### config.mk
export PLATFORM = sky130hd
export DESIGN_NAME = morse_key_timer
export DESIGN_NICKNAME = d
export VERILOG_FILES = /design/src/rtl/morse_key_timer.sv
export SDC_FILE = /design/constraint.sdc
export NUM_CORES = 1
export LEC_CHECK = 0
export CORE_AREA = 5 5 89 91
export CTS_BUF_LIST = sky130_fd_sc_hd__clkbuf_16
export DETAILED_ROUTE_END_ITERATION = 8
export DIE_AREA = 0 0 94 96
export PLACE_DENSITY_LB_ADDON = 0.2
export SKIP_LAST_GASP = 1
export SLEW_MARGIN = 20
export SYNTH_ARGS = -nofsm -noshare
export SYNTH_HDL_FRONTEND = slang
export SYNTH_SLANG_ARGS = --single-unit
export TNS_END_PERCENT = 10
### constraint.sdc
create_clock -name clk -period 2.6 [get_ports clk]
set_input_delay 0.78 -clock clk [delete_from_list [all_inputs] [get_ports clk]]
set_output_delay 0.78 -clock clk [all_outputs]
set_load 0.02 [all_outputs]
### src/rtl/morse_key_timer.sv
// Single-key Morse front end: synchronizes and debounces a telegraph key, then
// classifies each press as a dot or dash and signals character completion after a long gap.
module morse_key_timer #(
  parameter int DEB_CYCLES  = 16,
  parameter int DASH_CYCLES = 200,
  parameter int GAP_CYCLES  = 600,
  parameter int CNT_W       = 16
) (
  input  logic       clk,
  input  logic       rst_n,
  input  logic       key_in,
  output logic       btn_dot,
  output logic       btn_dash,
  output logic       btn_enter,
  output logic       key_deb,
  output logic [2:0] sym_cnt,
  output logic [1:0] state_dbg
);

  localparam logic [1:0] S_IDLE  = 2'd0;
  localparam logic [1:0] S_PRESS = 2'd1;
  localparam logic [1:0] S_GAP   = 2'd2;

  localparam logic [CNT_W-1:0] DEB_LAST  = CNT_W'(DEB_CYCLES - 1);
  localparam logic [CNT_W-1:0] DASH_MAX  = CNT_W'(DASH_CYCLES);
  localparam logic [CNT_W-1:0] GAP_LAST  = CNT_W'(GAP_CYCLES - 1);
  localparam logic [CNT_W-1:0] CNT_ONE   = CNT_W'(1);
  localparam logic [2:0]       SYM_MAX   = 3'd5;

  logic             key_m;
  logic             key_s;
  logic [CNT_W-1:0] deb_cnt;
  logic [CNT_W-1:0] press_cnt;
  logic [CNT_W-1:0] gap_cnt;
  logic [1:0]       state;

  assign state_dbg = state;

  always_ff @(posedge clk or negedge rst_n) begin
    if (!rst_n) begin
      key_m <= 1'b0;
      key_s <= 1'b0;
    end else begin
      key_m <= key_in;
      key_s <= key_m;
    end
  end

  // key_deb only follows key_s after DEB_CYCLES consecutive disagreeing samples.
  always_ff @(posedge clk or negedge rst_n) begin
    if (!rst_n) begin
      deb_cnt <= '0;
      key_deb <= 1'b0;
    end else if (key_s == key_deb) begin
      deb_cnt <= '0;
    end else if (deb_cnt == DEB_LAST) begin
      deb_cnt <= '0;
      key_deb <= ~key_deb;
    end else begin
      deb_cnt <= deb_cnt + CNT_ONE;
    end
  end

  // key_deb is only high in IDLE/GAP on a rise, so a level test doubles as edge detection.
  always_ff @(posedge clk or negedge rst_n) begin
    if (!rst_n) begin
      state     <= S_IDLE;
      press_cnt <= '0;
      gap_cnt   <= '0;
      sym_cnt   <= 3'd0;
      btn_dot   <= 1'b0;
      btn_dash  <= 1'b0;
      btn_enter <= 1'b0;
    end else begin
      btn_dot   <= 1'b0;
      btn_dash  <= 1'b0;
      btn_enter <= 1'b0;
      case (state)
        S_IDLE: begin
          if (key_deb) begin
            state     <= S_PRESS;
            press_cnt <= '0;
          end
        end
        S_PRESS: begin
          if (!key_deb) begin
            if (sym_cnt != SYM_MAX) begin
              if (press_cnt >= DASH_MAX) btn_dash <= 1'b1;
              else                       btn_dot  <= 1'b1;
              sym_cnt <= sym_cnt + 3'd1;
            end
            state   <= S_GAP;
            gap_cnt <= '0;
          end else if (press_cnt != DASH_MAX) begin
            press_cnt <= press_cnt + CNT_ONE;
          end
        end
        S_GAP: begin
          // A new press beats gap expiry in the same cycle.
          if (key_deb) begin
            state     <= S_PRESS;
            press_cnt <= '0;
          end else if (gap_cnt == GAP_LAST) begin
            btn_enter <= (sym_cnt != 3'd0);
            sym_cnt   <= 3'd0;
            state     <= S_IDLE;
          end else begin
            gap_cnt <= gap_cnt + CNT_ONE;
          end
        end
        default: state <= S_IDLE;
      endcase
    end
  end

endmodule
* Word level (Yosys, flattened, before mapping)
Index checks and enable logic that the tools add are counted.
Word-level totals: register bits after elaboration 59, bits in latches 0, bits in writable memories 0, bits in read-only memories 0, input port bits 3, word-level logic and storage cells 76, memories 0
Cells by class: add/sub/neg operators 4, multipliers 0, div/mod/pow operators 0, $lt $le $gt $ge 1, equality and inequality tests 17, shifts and indexed selects 0, mux-type cells 31, bitwise operators 2, reductions and logical operators 10
Operators by type and width (count):
- 16-bit two-way mux | 8
- 16-bit case mux with 2 select lines | 2
- 16-bit by 1-bit adder with 16-bit output, second input constant | 3
- 16-bit by 10-bit equality test with 1-bit output, second input constant | 1
- 16-bit by 4-bit equality test with 1-bit output, second input constant | 1
- 16-bit by 8-bit >= comparator with 1-bit output, second input constant | 1
- 16-bit by 8-bit != test with 1-bit output, second input constant | 1
- 2-bit != test, second input constant | 8
- 3-bit two-way mux | 4
- 1-bit two-way mux | 11
- 2-bit two-way mux | 4
- 4-bit AND reduction | 2
- 3-bit != test, second input constant | 2
- 2-bit case mux with 3 select lines | 1
- 3-bit case mux with 2 select lines | 1
- 5-bit AND reduction | 1
- 2-bit nonzero test | 2
- 3-bit by 1-bit adder with 3-bit output, second input constant | 1
- 3-bit AND reduction | 1
- 3-bit nonzero test | 1
- 2-bit by 1-bit equality test with 1-bit output, second input constant | 1
- 2-bit equality test, second input constant | 1
- 2-bit logical NOT | 1
- 2-bit by 1-bit != test with 1-bit output, second input constant | 1
- other kinds (4) | 5

* Logic depth before layout (Yosys ltp)
Gate-level depths: netlist of the first run.
word-level depth 5, gate-level depth with buffers 7, gate-level depth less buffers 6

* Least setup slack after synthesis of the first run
Ideal clock, no wire load.
kind register to register, start point register state[1] (netlist: state_dbg[1]), end point register press_cnt[11], data arrival time 1.699 ns, required time 2.474 ns, slack 0.775 ns, stages on the path, launching flop included 7, clock period less this slack 1.825 ns, path through dfrtp_1 > nand2b_1 > or4_1 > o31ai_1 > or2_2 > buf_4 > o41ai_2
Between the ends: cells in the longest elaborated chain, start to end 4, elaborated cells between the ends (all ways) 10, those cells by class 5 x eq/ne; 1 x mux; 4 x reduce/logical
Ends and longest elaborated chain:
- start, declared | RTL line 35 | logic [1:0] state;
- start signal, assigned | RTL line 67 | state <= S_IDLE;
- start signal, assigned | RTL line 81 | state <= S_PRESS;
- start signal, assigned | RTL line 92 | state <= S_GAP;
- 2-bit equality test or 2-bit logical NOT (tied branches) | RTL line 78 | case (state)
- 2-bit OR reduction (no source line)
- 2-bit by 1-bit != test with 1-bit output (no source line) or 2-bit nonzero test (tied branches)
- 4-bit AND reduction (no source line)
- end signal, assigned | RTL line 95 | press_cnt <= press_cnt + CNT_ONE;
- end, declared | RTL line 33 | logic [CNT_W-1:0] press_cnt;
Parallel ways exist; a longest one is shown, timed or not. A chain may end at the register's enable or synchronous reset.

* Worst setup path after layout of the first run
start point register state[0] (netlist: state_dbg[0]), end point output state_dbg[0]
RTL lines:
- end, declared | RTL line 17 | output logic [1:0] state_dbg
No word-level cell between the ends.

==> results of run 1 <==
logic make-up after synthesis:
| logic type | count (synthesis) | synth area share, % |
|---|---|---|
| simple gates | 151 | 25.04 |
| compound gates | 63 | 13.04 |
| flops | 59 | 48.68 |
| buf+inv | 22 | 3.011 |
| xor+xnor | 15 | 4.332 |
| mux | 9 | 3.012 |
| fa+ha+maj | 7 | 2.888 |
state kept, by name, summed over array words and instances (netlist names):
register / cells
press_cnt: 16
btn_dash: 1
btn_enter: 1
sym_cnt: 3
key_s: 1
key_m: 1
btn_dot: 1
gap_cnt: 16
deb_cnt: 16
key_deb: 1
state_dbg: 2
worst min path at each step:
stage / startpoint / end / slack (ns) / cells past startpoint
3_5_place_dp: key_m / key_s / 0.34 / 0
5_1_grt: key_m / key_s / 0.36 / 0
3_3_place_gp: key_m / key_s / 0.34 / 0
6_report: key_m / key_s / 0.35 / 0
2_1_floorplan: key_m / key_s / 0.33 / 0
4_1_cts: key_m / key_s / 0.35 / 0
power by group through the flow:
stage	logic [mW]	registers, mW	clock network (mW)
6_report	0.0485	0.940	1.45
5_1_grt	0.0596	0.942	1.53
4_1_cts	0.0512	0.940	1.48
3_5_place_dp	0.0510	0.956	0
3_3_place_gp	0.0505	0.956	0
2_1_floorplan	0.0190	0.955	0
area by class of cell:
class	count	area, µm²	area share (%)
repair buffers	18	170.2	4.658
inverters	14	52.55	1.438
multi-input cells	245	1465	40.10
flip-flops and latches	59	1476	40.41
clock inverters	7	140.1	3.836
well taps	99	123.9	3.390
clock buffers	9	225.2	6.164
Yosys cell counts, drive strengths merged, types with 6 or more instances:
master	number	area [µm²]
dfrtp	59	1476
nand2	36	135.1
nor2	27	101.4
nand3	26	130.1
o21ai	23	118.9
a21oi	13	65.06
inv	13	48.79
and3	11	68.82
nand4	10	62.56
o31ai	10	75.07
nor4	9	56.30
xnor2	9	78.83
mux2i	8	80.08
ha	7	87.58
nor3	6	30.03
o211ai	6	45.04
or3	6	37.54
xor2	6	52.55
through the flow:
step	power (mW)	utilization, %	hold slack (ns)	cells	setup slack [ns]
6_report	2.438	51.75	0.3502	451	0.1550
4_1_cts	2.468	51.75	0.3494	451	0.1419
5_1_grt	2.530	51.75	0.3636	451	0.07478
2_1_floorplan	0.9741	-	0.3312	326	0.7749
3_5_place_dp	1.007	46.58	0.3362	435	0.4942
3_3_place_gp	1.006	46.58	0.3364	435	0.4967
layer usage:
layer | vias up | GRT usage, % | wire (µm)
li1 | 1219 | - | -
met1 | 1158 | 21.75 | 3142
met2 | 29 | 24.90 | 2913
met3 | 5 | 3.987 | 203
met4 | 0 | 5.415 | 65
met5 | - | 0 | 0
==> run_results.csv, run 1 <==
group,metric,value,unit
yosys,synth_seq_area_share,48.68,%
layout,layout_commonest_cell,"dfrtp_1",
layout,nets,357,
yosys,syn_area,3033,µm²
drt,wl_per_cell,14.02,µm
clock_tree,postCtsSetupBuffers,0,
clock_tree,cts_buffers,9,
sta,finalSetupViolCount,0,
clock_tree,clk_pin_slew,0.05,ns
power,power.density,667.3,nW/µm²
die,rows,31,
yosys,async_flop_share,100.0,%
critical_path,reg2reg_from,"state_dbg[0]",
grt,grt_usage,15.97,%
sta,rsz0062_at_grt,"no",
critical_path,worstSetupPathType,"register to output port",
critical_path,cp.required,1.82,ns
sta,tightest_slew,0.6135,ns
critical_path,critPathArrivalTime,1.67,ns
critical_path,crit_start,"state_dbg[0]",
placed_design,gp_congestion,0.8068,
critical_path,critPathMaxFanout,15,
placed_design,io_buffers,11,
drt,totalWireLength,6324,µm
sta,clock_skew,0.007743,ns
drt,dr_total_vias,2411,
layout,nFillCells,659,
yosys,synth-seq-cells,59,
critical_path,reg2reg_slack,0.49,ns
grt,antenna_found_initial,0,
critical_path,worst_path_dominant_cell_family,"buffers and inverters",
layout,drive_gt1_share,8.523,%
placed_design,dp_hpwl,4308,µm
min_path,min_path_type,"register to register",
critical_path,critPathBufInv,1,
grt,grt_pass1_vias,2378,
power,p_leak,1.552,nW
clock_tree,root_buffer,"clkbuf_16",
critical_path,end_kind,"output port",
clock_tree,h-tree-depth,3,
sta,min_period_over_period,94.04,%
grt,grt_max_degree,35,
power,ir_drop,0.3784,mV
die,core,7059,µm²
clock_tree,cts_sinks,59,
layout,final_cell_area,3654,µm²
power,pwr-share-clk,59.4,%
power,p_seq_share,38.6,%
clock_tree,clk_path_buf_depth,2,
power,combPwrFrac,2.0,%
yosys,synth_cell_types,41,
drt,drc,0,
die,die-area,9024,µm²
critical_path,start_kind,"register",
layout,mostFrequentLayoutCells,"59 x dfrtp_1, 36 x nand2_1, 27 x nor2_1",
power,swShare,18.92,%
drt,ant_nets,0,
outcome,status,"completed",
sta,drv_slew,0,
die,die_y,96,µm
critical_path,cp.depth,1,
die,start_util,42.96,%
die,die_w,94,µm
clock_tree,insertion_delay,0.32,ns
clock_tree,hold_buffers,0,
yosys,synth_edf_count,0,
yosys,synth.avg_cell_area,9.303,µm²
sta,finalHoldViolCount,0,
drt,firstDrtPassIters,5,
critical_path,cp-endpoint,"state_dbg[0]",
grt,gr-total-overflow,0,
critical_path,worst_path_max_delay_cell,"clkdlybuf4s50_1",
critical_path,crit_chain,"clkdlybuf4s50_1",
sta,relSlewSlack,59.10,%
critical_path,r2r_end,"press_cnt[10]",
drt,drt_iter0_drc,162,
layout,area_delta_synth_final,20.46,%
yosys,synth_ff_type,"dfrtp_1",
yosys,yosysWarnings,0,
yosys,syn-num-nets,336,
die,io_pins,12,
grt,grt_pass1_wl,11360,µm
power,p_int,1.977,mW
clock_tree,ctsResizeCount,0,
critical_path,r2r_cells,5,
drt,detail_route.vias_per_cell,5.346,
yosys,syn_inst,326,
placed_design,dpl-instance-area,3288,µm²
critical_path,cp_slowest_stage_delay,0.71,ns
power,p_switching,0.4614,mW
layout,n_antenna_cell,0,
clock_tree,cts_tree,"yes",
sta,clock.fmax,409.0,MHz
sta,fin_tns_setup,0,ns
sta,fin_crit,2.445,ns
run,drv_cap,0,
Note: power is estimated with default switching activity, not from simulation.
==> run 2, diff against run 1 <==
--- a/config.mk
+++ b/config.mk
@@ -11,7 +11,7 @@
 export DIE_AREA = 0 0 94 96
 export PLACE_DENSITY_LB_ADDON = 0.2
 export SKIP_LAST_GASP = 1
-export SLEW_MARGIN = 20
+export SLEW_MARGIN = 10
 export SYNTH_ARGS = -nofsm -noshare
 export SYNTH_HDL_FRONTEND = slang
 export SYNTH_SLANG_ARGS = --single-unit
==> results of run 2 <==
Final layout, timing and power as in run 1 (identical DEF).
==> run 3, diff against run 2 <==
--- a/config.mk
+++ b/config.mk
@@ -5,10 +5,10 @@
 export SDC_FILE = /design/constraint.sdc
 export NUM_CORES = 1
 export LEC_CHECK = 0
-export CORE_AREA = 5 5 89 91
+export CORE_AREA = 5 5 112 72
 export CTS_BUF_LIST = sky130_fd_sc_hd__clkbuf_16
 export DETAILED_ROUTE_END_ITERATION = 8
-export DIE_AREA = 0 0 94 96
+export DIE_AREA = 0 0 117 77
 export PLACE_DENSITY_LB_ADDON = 0.2
 export SKIP_LAST_GASP = 1
 export SLEW_MARGIN = 10
==> constraint.sdc (replaced) <==
create_clock -name clk -period 2.6 [get_ports clk]
set_input_delay 0.52 -clock clk [delete_from_list [all_inputs] [get_ports clk]]
set_output_delay 0.52 -clock clk [all_outputs]
set_load 0.02 [all_outputs]
==> run 3 against run 2 <==
First-iteration DRC count grew 9.3%. Combinational power is essentially flat. Count of clock-buffer cells in the layout is the same. Sequential power is essentially flat. Non-clock buffer count shrank 3. Via count grew 0.79%. Worst setup slack gained 0.29 ns. Critical path type unchanged. Largest cell class unchanged. Highest routed layer unchanged.
==> run_results.csv, run 3 (synthesized netlist as in run 1, its figures left out) <==
group,metric,value,unit
die,io_pins,12,
critical_path,crit_start,"state_dbg[0]",
placed_design,io_buffers,11,
run,drv_cap,0,
critical_path,start_kind,"register",
sta,relSlewSlack,57.07,%
clock_tree,ctsResizeCount,0,
critical_path,worst_path_dominant_cell_family,"buffers and inverters",
critical_path,end_kind,"output port",
clock_tree,insertion_delay,0.32,ns
layout,final_cell_area,3531,µm²
critical_path,reg2reg_from,"state_dbg[0]",
critical_path,cp.required,2.08,ns
critical_path,crit_chain,"clkdlybuf4s50_1",
critical_path,cp-endpoint,"state_dbg[0]",
critical_path,worst_path_max_delay_cell,"clkdlybuf4s50_1",
critical_path,critPathBufInv,1,
clock_tree,cts_buffers,9,
die,die_y,77,µm
sta,clock_skew,0.005035,ns
clock_tree,hold_buffers,0,
sta,drv_slew,0,
critical_path,critPathMaxFanout,14,
sta,tightest_slew,0.6439,ns
clock_tree,cts_tree,"yes",
grt,grt_pass1_vias,2245,
drt,wl_per_cell,15.37,µm
die,core,6967,µm²
grt,grt_usage,16.83,%
sta,setup_slack,0.4426,ns
clock_tree,clk_pin_slew,0.05,ns
placed_design,dp_hpwl,4756,µm
sta,finalHoldViolCount,0,
layout,final_util,50.68,%
drt,firstDrtPassIters,5,
sta,fin_crit,2.157,ns
sta,fin_tns_setup,0,ns
drt,ant_nets,0,
die,die-area,9009,µm²
die,die_w,117,µm
die,rows,24,
layout,layout_commonest_cell,"dfrtp_1",
layout,nets,354,
sta,rsz0062_at_grt,"no",
critical_path,critPathArrivalTime,1.64,ns
drt,detail_route.vias_per_cell,5.535,
layout,mostFrequentLayoutCells,"59 x dfrtp_1, 36 x nand2_1, 27 x nor2_1",
layout,n_antenna_cell,0,
power,p_leak,1.510,nW
power,ir_drop,0.4343,mV
critical_path,r2r_cells,6,
power,power.density,590.6,nW/µm²
critical_path,cp.depth,1,
grt,antenna_found_initial,0,
clock_tree,root_buffer,"clkbuf_16",
critical_path,worstSetupPathType,"register to output port",
placed_design,post-place-ws,0.5240,ns
drt,totalWireLength,6749,µm
layout,reg_top3,"deb_cnt: 16 flops, gap_cnt: 16 flops, press_cnt: 16 flops",
placed_design,gp_congestion,0.8900,
sta,min_period_over_period,82.98,%
layout,drive_gt1_share,6.322,%
sta,finalSetupViolCount,0,
drt,dr_total_vias,2430,
critical_path,reg2reg_slack,0.48,ns
grt,grt_pass1_wl,11630,µm
grt,gr-total-overflow,0,
layout,area_delta_synth_final,16.42,%
clock_tree,clk_path_buf_depth,2,
clock_tree,cts_sinks,59,
outcome,status,"completed",
drt,drt_iter0_drc,177,
grt,grt_max_degree,34,
critical_path,r2r_end,"press_cnt[10]",
critical_path,cp_slowest_stage_delay,0.71,ns
min_path,min_path_type,"primary input to asynchronous set/reset pin",
clock_tree,h-tree-depth,3,
placed_design,dpl-instance-area,3256,µm²
clock_tree,postCtsSetupBuffers,0,
die,start_util,43.53,%
drt,drc,0,
sta,clock.fmax,463.5,MHz
run 3: cell types whose count changed in the layout (fill, tap and decap cells not counted), sizes merged:
| cell | previous run | this run |
|---|---|---|
| buf | 8 | 5 |
| clkinv | 2 | 4 |
| clkinvlp | 2 | 0 |
| bufinv | 4 | 1 |
| inv | 13 | 15 |
run 3: metal layers:
metal	part of all wire, %	wire (µm)	track usage [%]
met5	0	0	0
met4	1.4	97	5.498
met3	5.6	381	6.530
met2	36	2448	18.62
met1	57	3821	28.05
run 3: area by class of cell:
type | instances | area [µm²]
Fill cell | 646 | 3436
Sequential cell | 59 | 1476
Inverter | 14 | 52.55
Tap cell | 91 | 113.9
Clock inverter | 6 | 50.05
Clock buffer | 9 | 225.2
Timing Repair Buffer | 15 | 147.6
Multi-Input combinational cell | 245 | 1465
run 3: worst min-delay path by stage:
stage	depth (start not counted)	startpoint	to	slack, ns
floorplan	0	rst_n	btn_dash	0.22
global placement	0	key_m	key_s	0.33
detailed placement	0	key_m	key_s	0.34
CTS	1	rst_n	deb_cnt[7]	0.23
global route	1	rst_n	deb_cnt[1]	0.28
finish	1	rst_n	deb_cnt[1]	0.23
run 3: power by group:
part	internal, mW	total, mW	switching, mW
Combinational	0.0164	0.0488	0.0324
Clock	0.718	1.10	0.377
Sequential	0.931	0.941	0.0101
run 3: per-stage QoR:
step	std cells	total power, mW	hold slack [ns]
2_1_floorplan	326	0.9741	0.2244
3_3_place_gp	424	1.006	0.3321
3_5_place_dp	424	1.007	0.3395
4_1_cts	439	2.122	0.2318
5_1_grt	439	2.188	0.2787
6_report	439	2.085	0.2255
